[config.mk]
export PLATFORM = sky130hd
export DESIGN_NAME = mem_arbiter
export DESIGN_NICKNAME = d
export VERILOG_FILES = /design/src/rtl/mem_arbiter_pkg.sv /design/src/rtl/mem_arbiter_rr_picker.sv /design/src/rtl/mem_arbiter.sv
export SDC_FILE = /design/constraint.sdc
export NUM_CORES = 1
export LEC_CHECK = 0
export BUFFER_PORTS_ARGS = -buffer_cell sky130_fd_sc_hd__clkbuf_2
export CAP_MARGIN = 20
export CORE_AREA = 3 3 95 97
export CTS_BUF_LIST = sky130_fd_sc_hd__clkbuf_4 sky130_fd_sc_hd__clkbuf_8 sky130_fd_sc_hd__clkbuf_16
export CTS_CLUSTER_DIAMETER = 100
export CTS_CLUSTER_SIZE = 20
export DETAILED_ROUTE_END_ITERATION = 12
export DIE_AREA = 0 0 98 100
export PLACE_DENSITY = 0.83
export SLEW_MARGIN = 20
export SYNTH_ARGS = -nofsm -noshare
export SYNTH_HDL_FRONTEND = slang
export SYNTH_HIERARCHICAL = 1
export SYNTH_SLANG_ARGS = --single-unit
[constraint.sdc]
create_clock -name clock -period 2.18 [get_ports clock]
set_clock_uncertainty 0.05 [all_clocks]
set_input_delay 0.436 -clock clock [delete_from_list [all_inputs] [get_ports clock]]
set_output_delay 0.436 -clock clock [all_outputs]
set_load 0.01 [all_outputs]
[src/rtl/mem_arbiter_pkg.sv]
// Shared sizing and state encoding for the single-port node memory and its clients.
package mem_arbiter_pkg;

  localparam int ARB_N_REQ  = 4;
  localparam int ARB_ADDR_W = 11;
  localparam int WORD_WIDTH = 16;
  localparam int ARB_DATA_W = WORD_WIDTH;

  typedef enum logic [1:0] {
    ST_IDLE  = 2'd0,
    ST_ISSUE = 2'd1,
    ST_RESP  = 2'd2
  } arb_state_e;

endpackage

[src/rtl/mem_arbiter_rr_picker.sv]
// Combinational round-robin winner: first requester at or after ptr, wrapping.
module rr_picker #(
  parameter int N_REQ = 4,
  parameter int PTR_W = 2
) (
  input  logic [N_REQ-1:0] req,
  input  logic [PTR_W-1:0] ptr,
  output logic             vld,
  output logic [PTR_W-1:0] idx
);

  int               j;
  logic [PTR_W-1:0] jj;

  // Scan from the farthest offset down so the nearest hit is the last write.
  always_comb begin
    vld = 1'b0;
    idx = '0;
    j   = 0;
    jj  = '0;
    for (int k = N_REQ - 1; k >= 0; k--) begin
      j = int'(ptr) + k;
      if (j >= N_REQ) j = j - N_REQ;
      jj = PTR_W'(j);
      if (req[jj]) begin
        vld = 1'b1;
        idx = jj;
      end
    end
  end

endmodule

[src/rtl/mem_arbiter.sv]
// Round-robin arbiter giving N_REQ requesters access to one single-port memory.
//   state    | meaning
//   ST_IDLE  | no access in flight; pick a winner when any req is high
//   ST_ISSUE | captured command presented to the memory, write strobe here
//   ST_RESP  | memory answers; ack to winner, maybe continue a locked burst
module mem_arbiter
  import mem_arbiter_pkg::*;
#(
  parameter int N_REQ  = ARB_N_REQ,
  parameter int ADDR_W = ARB_ADDR_W,
  parameter int DATA_W = ARB_DATA_W
) (
  input  logic                clock,
  input  logic                rst,
  input  logic [N_REQ-1:0]    req,
  input  logic [N_REQ-1:0]    lock,
  input  logic [N_REQ-1:0]    wr,
  input  logic [N_REQ*ADDR_W-1:0] addr,
  input  logic [N_REQ*DATA_W-1:0] wdata,
  output logic [N_REQ-1:0]    gnt,
  output logic [N_REQ-1:0]    ack,
  output logic [DATA_W-1:0]   rdata,
  output logic [ADDR_W-1:0]   mem_addr,
  output logic                mem_wr_en,
  output logic [DATA_W-1:0]   mem_data_in,
  input  logic [DATA_W-1:0]   mem_data_out,
  output logic                busy
);

  localparam int PTR_W = (N_REQ > 1) ? $clog2(N_REQ) : 1;

  arb_state_e        state_q, state_d;
  logic [PTR_W-1:0]  ptr_q, ptr_d;
  logic [PTR_W-1:0]  win_q, win_d;
  logic              wr_q, wr_d;
  logic [ADDR_W-1:0] addr_q, addr_d;
  logic [DATA_W-1:0] wdata_q, wdata_d;
  logic [DATA_W-1:0] rdata_q, rdata_d;

  logic              pick_vld;
  logic [PTR_W-1:0]  pick_idx;
  logic [PTR_W-1:0]  cap_idx;
  logic              cap_wr;
  logic [ADDR_W-1:0] cap_addr;
  logic [DATA_W-1:0] cap_wdata;

  rr_picker #(
    .N_REQ (N_REQ),
    .PTR_W (PTR_W)
  ) u_rr_picker (
    .req (req),
    .ptr (ptr_q),
    .vld (pick_vld),
    .idx (pick_idx)
  );

  // New winner in IDLE, same requester when a locked burst continues from RESP.
  assign cap_idx   = (state_q == ST_IDLE) ? pick_idx : win_q;
  assign cap_wr    = wr[cap_idx];
  assign cap_addr  = addr[int'(cap_idx)*ADDR_W +: ADDR_W];
  assign cap_wdata = wdata[int'(cap_idx)*DATA_W +: DATA_W];

  always_comb begin
    state_d = state_q;
    ptr_d   = ptr_q;
    win_d   = win_q;
    wr_d    = wr_q;
    addr_d  = addr_q;
    wdata_d = wdata_q;
    rdata_d = rdata_q;
    gnt     = '0;
    ack     = '0;
    rdata   = rdata_q;
    case (state_q)
      ST_IDLE: begin
        if (pick_vld) begin
          win_d   = pick_idx;
          wr_d    = cap_wr;
          addr_d  = cap_addr;
          wdata_d = cap_wdata;
          state_d = ST_ISSUE;
        end
      end
      ST_ISSUE: begin
        gnt[win_q] = 1'b1;
        state_d    = ST_RESP;
      end
      ST_RESP: begin
        gnt[win_q] = 1'b1;
        ack[win_q] = 1'b1;
        if (!wr_q) rdata = mem_data_out;
        rdata_d = rdata;
        if (lock[win_q] && req[win_q]) begin
          wr_d    = cap_wr;
          addr_d  = cap_addr;
          wdata_d = cap_wdata;
          state_d = ST_ISSUE;
        end else begin
          if (win_q == PTR_W'(N_REQ - 1)) ptr_d = '0;
          else                            ptr_d = win_q + PTR_W'(1);
          state_d = ST_IDLE;
        end
      end
      default: state_d = ST_IDLE;
    endcase
  end

  always_ff @(posedge clock) begin
    if (rst) begin
      state_q <= ST_IDLE;
      ptr_q   <= '0;
      win_q   <= '0;
      wr_q    <= 1'b0;
      addr_q  <= '0;
      wdata_q <= '0;
      rdata_q <= '0;
    end else begin
      state_q <= state_d;
      ptr_q   <= ptr_d;
      win_q   <= win_d;
      wr_q    <= wr_d;
      addr_q  <= addr_d;
      wdata_q <= wdata_d;
      rdata_q <= rdata_d;
    end
  end

  // Gated by rst directly so a reset landing mid-ISSUE never commits a write.
  assign mem_wr_en   = (state_q == ST_ISSUE) && wr_q && !rst;
  assign mem_addr    = addr_q;
  assign mem_data_in = wdata_q;
  assign busy        = (state_q != ST_IDLE);

endmodule

==> flow_summary_export.csv, run 1 <==
group,metric,value,unit
outcome,status,"finished with violations",
outcome,violations,"setup timing",
worst_setup_path,worst_setup_path_end_kind,"register",
global_route,grt_antenna_before_repair,0,
logic_synthesis,synth_simple_gate_area_share,15.47,%
logic_synthesis,synth_cell_types,33,
logic_synthesis,yosysTopAreaCellShare,29.67,%
worst_setup_path,slowest_stage,"mux4_2",
floorplan,die_h,100,um
logic_synthesis,synth_xor_area_share,0,%
worst_setup_path,crit_required,2.31,ns
sta,fmax,0.4573,GHz
floorplan,initial_core_util,41.05,%
drt,wire_per_inst,18.34,um
placed_design,dp_hpwl,7.877,mm
power,seqPwrFrac,37.5,%
logic_synthesis,synthCells,324,
global_route,grt_usage,20.81,%
power,p_sw_share,33.79,%
layout,fin_cells,621,
job,maxCapViolations,0,
worst_setup_path,slowest_delay,0.50,ns
drt,routed_wl,11.39,mm
power,finalPower,2939,uW
placed_design,io_buffers,190,
layout,fin_area,4926,um^2
clock_network,root_buffer,"clkbuf_8",
power,ir_worst_vdd,0.2811,mV
layout,fillers,690,
drt,drc,0,
floorplan,core.rowCount,33,
logic_synthesis,netlist_area,3373,um^2
sta,rsz0062_at_grt,"true",
logic_synthesis,avgSynthCellArea,10.41,um^2
sta,maxSlewViolCount,0,
worst_setup_path,startpoint_type,"register",
logic_synthesis,synth_fp_nets,471,
logic_synthesis,synthMuxAreaShare,26.63,%
power,powerDensity,596.5,nW/um^2
placed_design,gp_congestion,0.8319,
worst_setup_path,crit_fanout,7,
drt,initialDrtViolationCount,116,
sta,timing.final.ws_setup,-0.006654,ns
clock_network,worstSkewPairLatency,0.30,ns
placed_design,pre_cts_slack,-0.2678,ns
clock_network,path_clk_slew,0.10,ns
global_route,grt_max_degree,80,
sta,setup_viol,1,
floorplan,die_width,98,um
logic_synthesis,synth-compound-area-share,15.80,%
sta,finalCritPeriodShare,100.3,%
layout,diodes,0,
clock_network,hold_buffers,0,
layout,drive_gt1_share,54.26,%
placed_design,place_area,4477,um^2
placed_design,dp_cells,604,
drt,num_vias,3553,
layout,final_cell_mix,"clkbuf_2, dfxtp_1, inv_1",
drt,viasPerCell,5.721,
floorplan,num_io_pins,191,
layout,syn2layout_area_growth,46.03,%
power,comb_power_share,43.1,%
clock_network,htreeDepth,2,
sta,finalCriticalPeriod,2.187,ns
logic_synthesis,synth-seq-cells,50,
worst_setup_path,crit_type,"register to register",
worst_setup_path,crit_buf_inv,2,
worst_setup_path,worstPathArrival,2.31,ns
drt,first_pass_iters,5,
power,power.share.clock,19.5,%
clock_network,cts_made_buffers,5,
clock_network,cts_tree,"done",
floorplan,dieArea,9800,um^2
global_route,grt-ovfl-total,0,
layout,nets,662,
global_route,grt_pass1_wl,16.63,mm
drt,final_antenna_net_count,0,
sta,relSlewSlack,52.64,%
power,switching_power,993.0,uW
logic_synthesis,yosys_warnings,6,
worst_setup_path,worstPathCellList,"mux2i_2 > a211oi_2 > mux2i_4 > buf_6 > buf_16 > mux4_2 > o211ai_1 > o311ai_1",
logic_synthesis,synth_top_family_by_area,"multiplexers",
floorplan,coreArea,8217,um^2
layout,layout.cells.most_common,"clkbuf_2",
logic_synthesis,synth_fa_ha_area_share,3.338,%
clock_network,clock-sinks,50,
worst_setup_path,crit_family,"multiplexers",
power,p_leak,0.002244,uW
logic_synthesis,synth-seq-area-share,29.67,%
power,p_int,1946,uW
global_route,grt_pass1_vias,3489,
min_path,hp-class,"primary input to register",
logic_synthesis,synthTopCellsByArea,"dfxtp_1, mux4_2, or4_1, o211ai_1, mux4_1",
clock_network,clockBufferDepth,2,
layout,multi_input_area,2195,um^2
logic_synthesis,synth_top_cell_by_area,"dfxtp_1",
worst_setup_path,regToRegSetupSlack,-0.007,ns
sta,hold_viol,0,
layout,regArea,1008,um^2
sta,worstMarginPinSlew,0.7089,ns
cell usage after synthesis:
cell	number
a211oi_2	1
mux2i_4	1
o311ai_1	20
and2_1	8
buf_2	12
ha_1	9
or3_1	1
mux4_2	20
buf_12	2
and4_1	1
a21oi_1	7
nand4bb_1	1
nand2_1	8
nand4_1	2
nand2b_1	2
nand4b_1	2
o211ai_1	29
dfxtp_1	50
o311ai_0	8
a211oi_1	1
mux2_2	17
clkbuf_1	18
nor2_1	5
mux2i_2	1
nor2b_1	17
mux4_1	8
buf_6	1
nor3b_1	1
o21ai_0	3
inv_1	34
or4_1	30
nand3_1	3
mux2i_1	1
worst min-delay path, stage by stage:
cell      delay, ns
clkbuf_2       0.08
mux2_4         0.14
nor2b_1        0.11
per-layer routing:
layer  up-vias  global-route usage [%]  routed length [um]
li1       1650                       -                   -
met1      1701                   25.00                4602
met2       194                   38.74                5879
met3         8                   3.822                 817
met4         0                   4.473                  92
met5         -                       0                   0
logic make-up after synthesis:
kind of cell	Yosys count
flops	50
fa+ha+maj	9
mux	48
buf+inv	67
simple gates	81
compound gates	69
path summary, 6_finish.rpt:
check	end	cells past startpoint	start
worst min-delay path	rdata_q[6]$_SDFF_PP0_	3	mem_data_out[6]
worst max-delay path	mem_addr[7]$_SDFFE_PP0P_	8	ptr_q[1]$_SDFFE_PP0P_
worst max register to register	mem_addr[7]$_SDFFE_PP0P_	8	ptr_q[1]$_SDFFE_PP0P_
worst min register to register	mem_data_in[4]$_SDFFE_PP0P_	2	mem_data_in[4]$_SDFFE_PP0P_
sequential cells by signal, indices dropped and copies added, names as in the netlist:
signal / flops
mem_addr: 11
mem_data_in: 16
ptr_q: 2
rdata_q: 16
state_q: 2
win_q: 2
wr_q: 1
final cells by class:
cell class              count  area share (%)
clock buffers               6           1.676
well taps                 105           2.667
clock inverters             2          0.2540
inverters                  34           2.591
multi-input cells         207           44.55
repair buffers            217           27.79
flip-flops and latches     50           20.47
metrics by stage:
step                utilization [%]   TNS [ns]  hold WS (ns)
floorplan                         -          0        0.4334
detailed placement            54.48     -5.629        0.4643
global placement              54.48     -3.125        0.4524
global route                  59.95     -1.522        0.4559
finish                        59.95  -0.006654        0.4484
CTS                           58.50   -0.08377        0.4315
power by group through the flow:
stage	clock network [uW]	registers [uW]	logic [uW]
2_1_floorplan	0	1150	651
3_3_place_gp	0	1120	1060
3_5_place_dp	0	1120	1100
4_1_cts	590	1100	1230
5_1_grt	628	1110	1370
6_report	572	1100	1270
repair_timing:
item | CTS | global route
gates resized for setup | 29 | 49
setup endpoints to repair | 44 | 44
setup buffers | 6 | 1
gates cloned | 3 | 1
pin swaps | 2 | 8
Power figures use the tool's default switching activity.
==> run 2: changes to the inputs <==
--- a/config.mk
+++ b/config.mk
@@ -19,3 +19,4 @@
 export SYNTH_HDL_FRONTEND = slang
 export SYNTH_HIERARCHICAL = 1
 export SYNTH_SLANG_ARGS = --single-unit
+export TNS_END_PERCENT = 10
==> run 2 against run 1 <==
Against the previous run:
- the run still ends with setup timing left
- first-iteration DRC count fell by 24%
- utilization fell by 1.3 points
- clock-buffer cell count fell by 1
- total power fell by 2.3%
- non-clock buffer count did not move
- final cell count fell by 0.16%
- cell area fell by 2.2%
- critical endpoint unchanged
==> flow_summary_export.csv, run 2 (same netlist as run 1, synthesis figures left out) <==
group,metric,value,unit
clock_network,clock-sinks,50,
power,switching_power,972.6,uW
outcome,violations,"setup timing",
power,p_leak,0.002178,uW
placed_design,dp_hpwl,7.823,mm
global_route,grt_antenna_before_repair,0,
sta,relSlewSlack,55.32,%
placed_design,gp_congestion,0.8352,
power,ir_worst_vdd,0.2978,mV
sta,finalCritPeriodShare,101.3,%
global_route,grt_max_degree,80,
layout,syn2layout_area_growth,42.77,%
clock_network,root_buffer,"clkbuf_8",
layout,final_cell_mix,"clkbuf_2, dfxtp_1, inv_1",
power,seqPwrFrac,38.4,%
drt,routed_wl,10.97,mm
worst_setup_path,crit_family,"multiplexers",
clock_network,clockBufferDepth,2,
clock_network,worstSkewPairLatency,0.29,ns
floorplan,num_io_pins,191,
worst_setup_path,worst_setup_path_end_kind,"register",
floorplan,coreArea,8217,um^2
floorplan,core.rowCount,33,
min_path,hp-class,"primary input to register",
global_route,grt_usage,20.45,%
clock_network,cts_made_buffers,5,
power,comb_power_share,43.6,%
power,power.share.clock,18.0,%
job,maxCapViolations,0,
layout,diodes,0,
drt,wire_per_inst,17.69,um
worst_setup_path,startpoint_type,"register",
power,p_sw_share,33.89,%
worst_setup_path,worstPathArrival,2.33,ns
global_route,grt_pass1_wl,16.46,mm
floorplan,dieArea,9800,um^2
drt,first_pass_iters,4,
worst_setup_path,worstPathCellList,"mux2i_4 > a211oi_4 > mux2i_4 > buf_12 > buf_12 > mux4_2 > o211ai_1 > o311ai_2",
global_route,grt_pass1_vias,3471,
power,finalPower,2870,uW
power,p_int,1897,uW
sta,fmax,0.4529,GHz
sta,tns,-0.02784,ns
clock_network,cts_tree,"done",
layout,nets,662,
global_route,grt-ovfl-total,0,
outcome,status,"finished with violations",
clock_network,htreeDepth,2,
worst_setup_path,crit_buf_inv,2,
drt,initialDrtViolationCount,88,
sta,timing.final.ws_setup,-0.02784,ns
floorplan,initial_core_util,41.05,%
floorplan,die_h,100,um
floorplan,die_width,98,um
worst_setup_path,crit_fanout,8,
sta,worstMarginPinSlew,0.6687,ns
sta,rsz0062_at_grt,"true",
layout,drive_gt1_share,55.53,%
worst_setup_path,slowest_delay,0.50,ns
drt,viasPerCell,5.644,
sta,setup_viol,1,
layout,layout.cells.most_common,"clkbuf_2",
clock_network,hold_buffers,0,
drt,num_vias,3499,
sta,hold_viol,0,
drt,drc,0,
clock_network,path_clk_slew,0.09,ns
drt,final_antenna_net_count,0,
power,powerDensity,596.0,nW/um^2
worst_setup_path,slowest_stage,"mux4_2",
worst_setup_path,crit_required,2.30,ns
sta,finalCriticalPeriod,2.208,ns
placed_design,io_buffers,190,
sta,maxSlewViolCount,0,
worst_setup_path,crit_type,"register to register",
[run 2: path summary, 6_finish.rpt]
path	start	endpoint	slack, ns	cells after the start
worst max-delay path	ptr_q[1]$_SDFFE_PP0P_	mem_addr[7]$_SDFFE_PP0P_	-0.03	8
worst min-delay path	mem_data_out[0]	rdata_q[0]$_SDFF_PP0_	0.45	3
worst max register to register	ptr_q[1]$_SDFFE_PP0P_	mem_addr[7]$_SDFFE_PP0P_	-0.03	8
worst min register to register	mem_addr[8]$_SDFFE_PP0P_	mem_addr[8]$_SDFFE_PP0P_	0.48	2
[run 2: layout make-up]
class / count / area, um^2
Timing Repair Buffer: 217 / 1295
Clock buffer: 5 / 68.82
Clock inverter: 2 / 10.01
Fill cell: 698 / 3401
Multi-Input combinational cell: 207 / 2175
Inverter: 34 / 127.6
Tap cell: 105 / 131.4
Sequential cell: 50 / 1008
[run 2: repair_timing]
action	CTS	global route
cloned	1	2
setup endpoints to repair	44	44
resized for setup	10	32
pin swaps	0	13
buffers inserted	2	4
endpoints found under the hold margin	0	0
[run 2: per-layer routing]
metal  share of wire, %  vias up  wire, um  GRT usage [%]
met4                1.8        0       193          6.070
li1                   -     1643         -              -
met3                7.0       17       770          4.587
met2                 50      176      5535          36.65
met5                  0        -         0              0
met1                 41     1663      4471          24.54
[run 2: power groups by stage]
stage | Combinational [uW] | Sequential, uW | Clock, uW
detailed placement | 1130 | 1120 | 0
global route | 1360 | 1110 | 585
finish | 1250 | 1100 | 517
global placement | 1090 | 1110 | 0
CTS | 1160 | 1100 | 537
floorplan | 654 | 1150 | 0
[run 2: tightest hold or removal path, delay by kind of cell]
| family | cells | cell delay (ns) |
|---|---|---|
| AND/OR/NAND/NOR | 1 | 0.11 |
| multiplexers | 1 | 0.14 |
| buffers and inverters | 1 | 0.07 |
[run 2: through the flow]
stage | instances | instance area [um^2] | worst slack, ns | hold WS (ns) | util (%)
after floorplan | 324 | 3377 | -0.003026 | 0.4334 | -
after global placement | 605 | 4509 | -0.1710 | 0.4531 | 54.88
after detailed placement | 605 | 4509 | -0.2637 | 0.4640 | 54.88
after CTS | 614 | 4664 | 0.01188 | 0.4385 | 56.77
after global routing | 620 | 4816 | -0.1093 | 0.4392 | 58.61
final | 620 | 4816 | -0.02784 | 0.4489 | 58.61
==> run 3: changes to the inputs <==
--- a/config.mk
+++ b/config.mk
@@ -5,16 +5,16 @@
 export SDC_FILE = /design/constraint.sdc
 export NUM_CORES = 1
 export LEC_CHECK = 0
+export ABC_AREA = 1
 export BUFFER_PORTS_ARGS = -buffer_cell sky130_fd_sc_hd__clkbuf_2
 export CAP_MARGIN = 20
-export CORE_AREA = 3 3 95 97
+export CORE_AREA = 3 3 99 101
 export CTS_BUF_LIST = sky130_fd_sc_hd__clkbuf_4 sky130_fd_sc_hd__clkbuf_8 sky130_fd_sc_hd__clkbuf_16
 export CTS_CLUSTER_DIAMETER = 100
 export CTS_CLUSTER_SIZE = 20
 export DETAILED_ROUTE_END_ITERATION = 12
-export DIE_AREA = 0 0 98 100
-export PLACE_DENSITY = 0.83
-export SLEW_MARGIN = 20
+export DIE_AREA = 0 0 102 104
+export PLACE_DENSITY = 0.82
 export SYNTH_ARGS = -nofsm -noshare
 export SYNTH_HDL_FRONTEND = slang
 export SYNTH_HIERARCHICAL = 1
==> run 3 against run 2 <==
Against the previous run:
- register-to-register slack gained 0.13 ns
- first-iteration DRC count grew 98%
- synthesized cell count grew 99%
- sequential cell count is the same
- routed wire length grew 3.6%
- die area grew 8.2%
- sequential power grew 30%
- utilization shrank 2.2 points
- largest power group unchanged
- the run now ends clean
- non-clock buffer count shrank 2
- sequential share of layout area shrank 1.3 points
- global-route usage shrank 1.0 points
==> flow_summary_export.csv, run 3 <==
group,metric,value,unit
logic_synthesis,synth_edf_count,0,
clock_network,cts_tree,"done",
job,maxCapViolations,0,
global_route,grt-ovfl-total,0,
drt,routed_wl,11.36,mm
worst_setup_path,crit_type,"register to primary output",
sta,rsz0062_at_grt,"true",
worst_setup_path,crit_required,1.69,ns
floorplan,num_io_pins,191,
power,powerDensity,1431,nW/um^2
logic_synthesis,synth_top_cell_by_area,"dfxtp_1",
min_path,hp-class,"primary input to register",
floorplan,dieArea,10610,um^2
logic_synthesis,yosysMostFrequentCell,"nand2_1",
logic_synthesis,synthTopCellsByCount,"nand2_1, inv_1, nor2_1",
worst_setup_path,worst_setup_path_end_kind,"primary output",
sta,fmax,0.4599,GHz
drt,drc,0,
drt,num_vias,4314,
layout,final_cell_mix,"nand2_1, clkbuf_2, inv_1",
floorplan,die_h,104,um
layout,diodes,0,
clock_network,clock-sinks,50,
logic_synthesis,netlist_area,3750,um^2
global_route,grt_usage,19.40,%
layout,syn2layout_area_growth,37.10,%
placed_design,place_area,4848,um^2
drt,viasPerCell,4.560,
sta,worstMarginPinSlew,0.4307,ns
clock_network,worstSkewPairLatency,0.30,ns
layout,drive_gt1_share,32.93,%
logic_synthesis,yosys_warnings,6,
worst_setup_path,startpoint_type,"register",
layout,layout.cells.most_common,"nand2_1",
sta,tns,0,ns
clock_network,hold_buffers,0,
clock_network,path_clk_slew,0.10,ns
floorplan,die_width,102,um
clock_network,root_buffer,"clkbuf_8",
placed_design,dp_cells,932,
global_route,grt_pass1_vias,3774,
layout,nets,981,
drt,initialDrtViolationCount,174,
floorplan,coreArea,9109,um^2
worst_setup_path,worstPathArrival,1.69,ns
placed_design,io_buffers,190,
sta,finalCritPeriodShare,99.74,%
worst_setup_path,crit_fanout,16,
clock_network,clockBufferDepth,2,
layout,fin_cells,946,
logic_synthesis,synthTopCellsByArea,"dfxtp_1, nand2_1, inv_1, nor2_1, o211ai_2",
logic_synthesis,synth-seq-area-share,26.69,%
placed_design,dp_hpwl,8.296,mm
power,finalPower,7357,uW
outcome,status,"complete, no violations",
layout,fin_area,5141,um^2
floorplan,initial_core_util,41.17,%
clock_network,cts_made_buffers,5,
sta,maxSlewViolCount,0,
sta,setup_viol,0,
logic_synthesis,synth_fp_nets,793,
logic_synthesis,ys.flop_type,"dfxtp_1",
drt,final_antenna_net_count,0,
logic_synthesis,postSynth.asyncResetShare,0,%
logic_synthesis,synthCells,646,
global_route,grt_antenna_before_repair,0,
logic_synthesis,synth-seq-cells,50,
placed_design,gp_congestion,0.8947,
global_route,grt_max_degree,33,
clock_network,htreeDepth,2,
power,ir_worst_vdd,0.6503,mV
layout,utilization,56.44,%
logic_synthesis,yosysTopAreaCellShare,26.69,%
drt,wire_per_inst,12.01,um
logic_synthesis,avgSynthCellArea,5.805,um^2
sta,relSlewSlack,71.25,%
power,p_leak,0.003194,uW
sta,finalCriticalPeriod,2.174,ns
drt,first_pass_iters,4,
sta,hold_viol,0,
floorplan,core.rowCount,35,
global_route,grt_pass1_wl,17.01,mm
logic_synthesis,synth_cell_types,24,
-- run 3: path summary, 6_finish.rpt --
check                           startpoint                        to  slack, ns  cells past startpoint
setup / recovery   state_q[0]$_SDFFE_PP0P_                 rdata[15]      0.006                      7
hold / removal            mem_data_out[10]    rdata_q[10]$_SDFF_PP0_       0.34                      3
setup reg to reg     ptr_q[0]$_SDFFE_PP0P_  mem_addr[7]$_SDFFE_PP0P_       0.10                     17
hold reg to reg   mem_addr[5]$_SDFFE_PP0P_  mem_addr[5]$_SDFFE_PP0P_       0.47                      4
-- run 3: layer usage --
layer	vias to the layer above	wire length (um)	track usage [%]	share of wire, %
li1	2313	-	-	-
met3	12	760	3.421	6.7
met1	1844	4766	23.80	42
met4	0	186	4.499	1.6
met2	145	5651	34.63	50
met5	-	0	0	0
-- run 3: stage by stage --
step           hold WS (ns)  setup WS (ns)
6_report             0.3399       0.005703
4_1_cts              0.3592        0.04941
2_1_floorplan        0.4430         0.2886
5_1_grt              0.3426       -0.08239
3_5_place_dp         0.4499      -0.003577
3_3_place_gp         0.4478        0.03718
-- run 3: repair_timing --
| item | CTS | global route |
|---|---|---|
| gates resized for setup | 1 | 41 |
| pin swaps | 0 | 11 |
| setup endpoints to repair | 1 | 44 |
| cloned | 0 | 4 |
| buffers inserted | 0 | 2 |
-- run 3: kinds of logic after synthesis --
logic type / after synthesis / synth area share, %
simple gates: 384 / 40.27
buf+inv: 147 / 17.72
compound gates: 56 / 12.31
fa+ha+maj: 9 / 3.003
flops: 50 / 26.69
-- run 3: cell type report --
class | count | area (um^2)
Tap cell | 111 | 138.9
Multi-Input combinational cell | 450 | 2168
Sequential cell | 50 | 1008
Fill cell | 901 | 3968
Clock buffer | 5 | 68.82
Inverter | 112 | 421.7
Timing Repair Buffer | 215 | 1291
Clock inverter | 3 | 43.79
-- run 3: worst max-delay path, cell delays in order, from the launching register on --
cell       delay [ns]
dfxtp_4          0.37
inv_1            0.09
ha_1             0.21
nand2_2          0.11
clkbuf_16        0.19
o21ai_0          0.22
inv_1            0.06
clkbuf_2         0.13
-- run 3: where the power goes --
group	internal, uW	switching (uW)	total, uW
logic	2160	3100	5260
clock network	345	320	665
registers	1250	185	1430
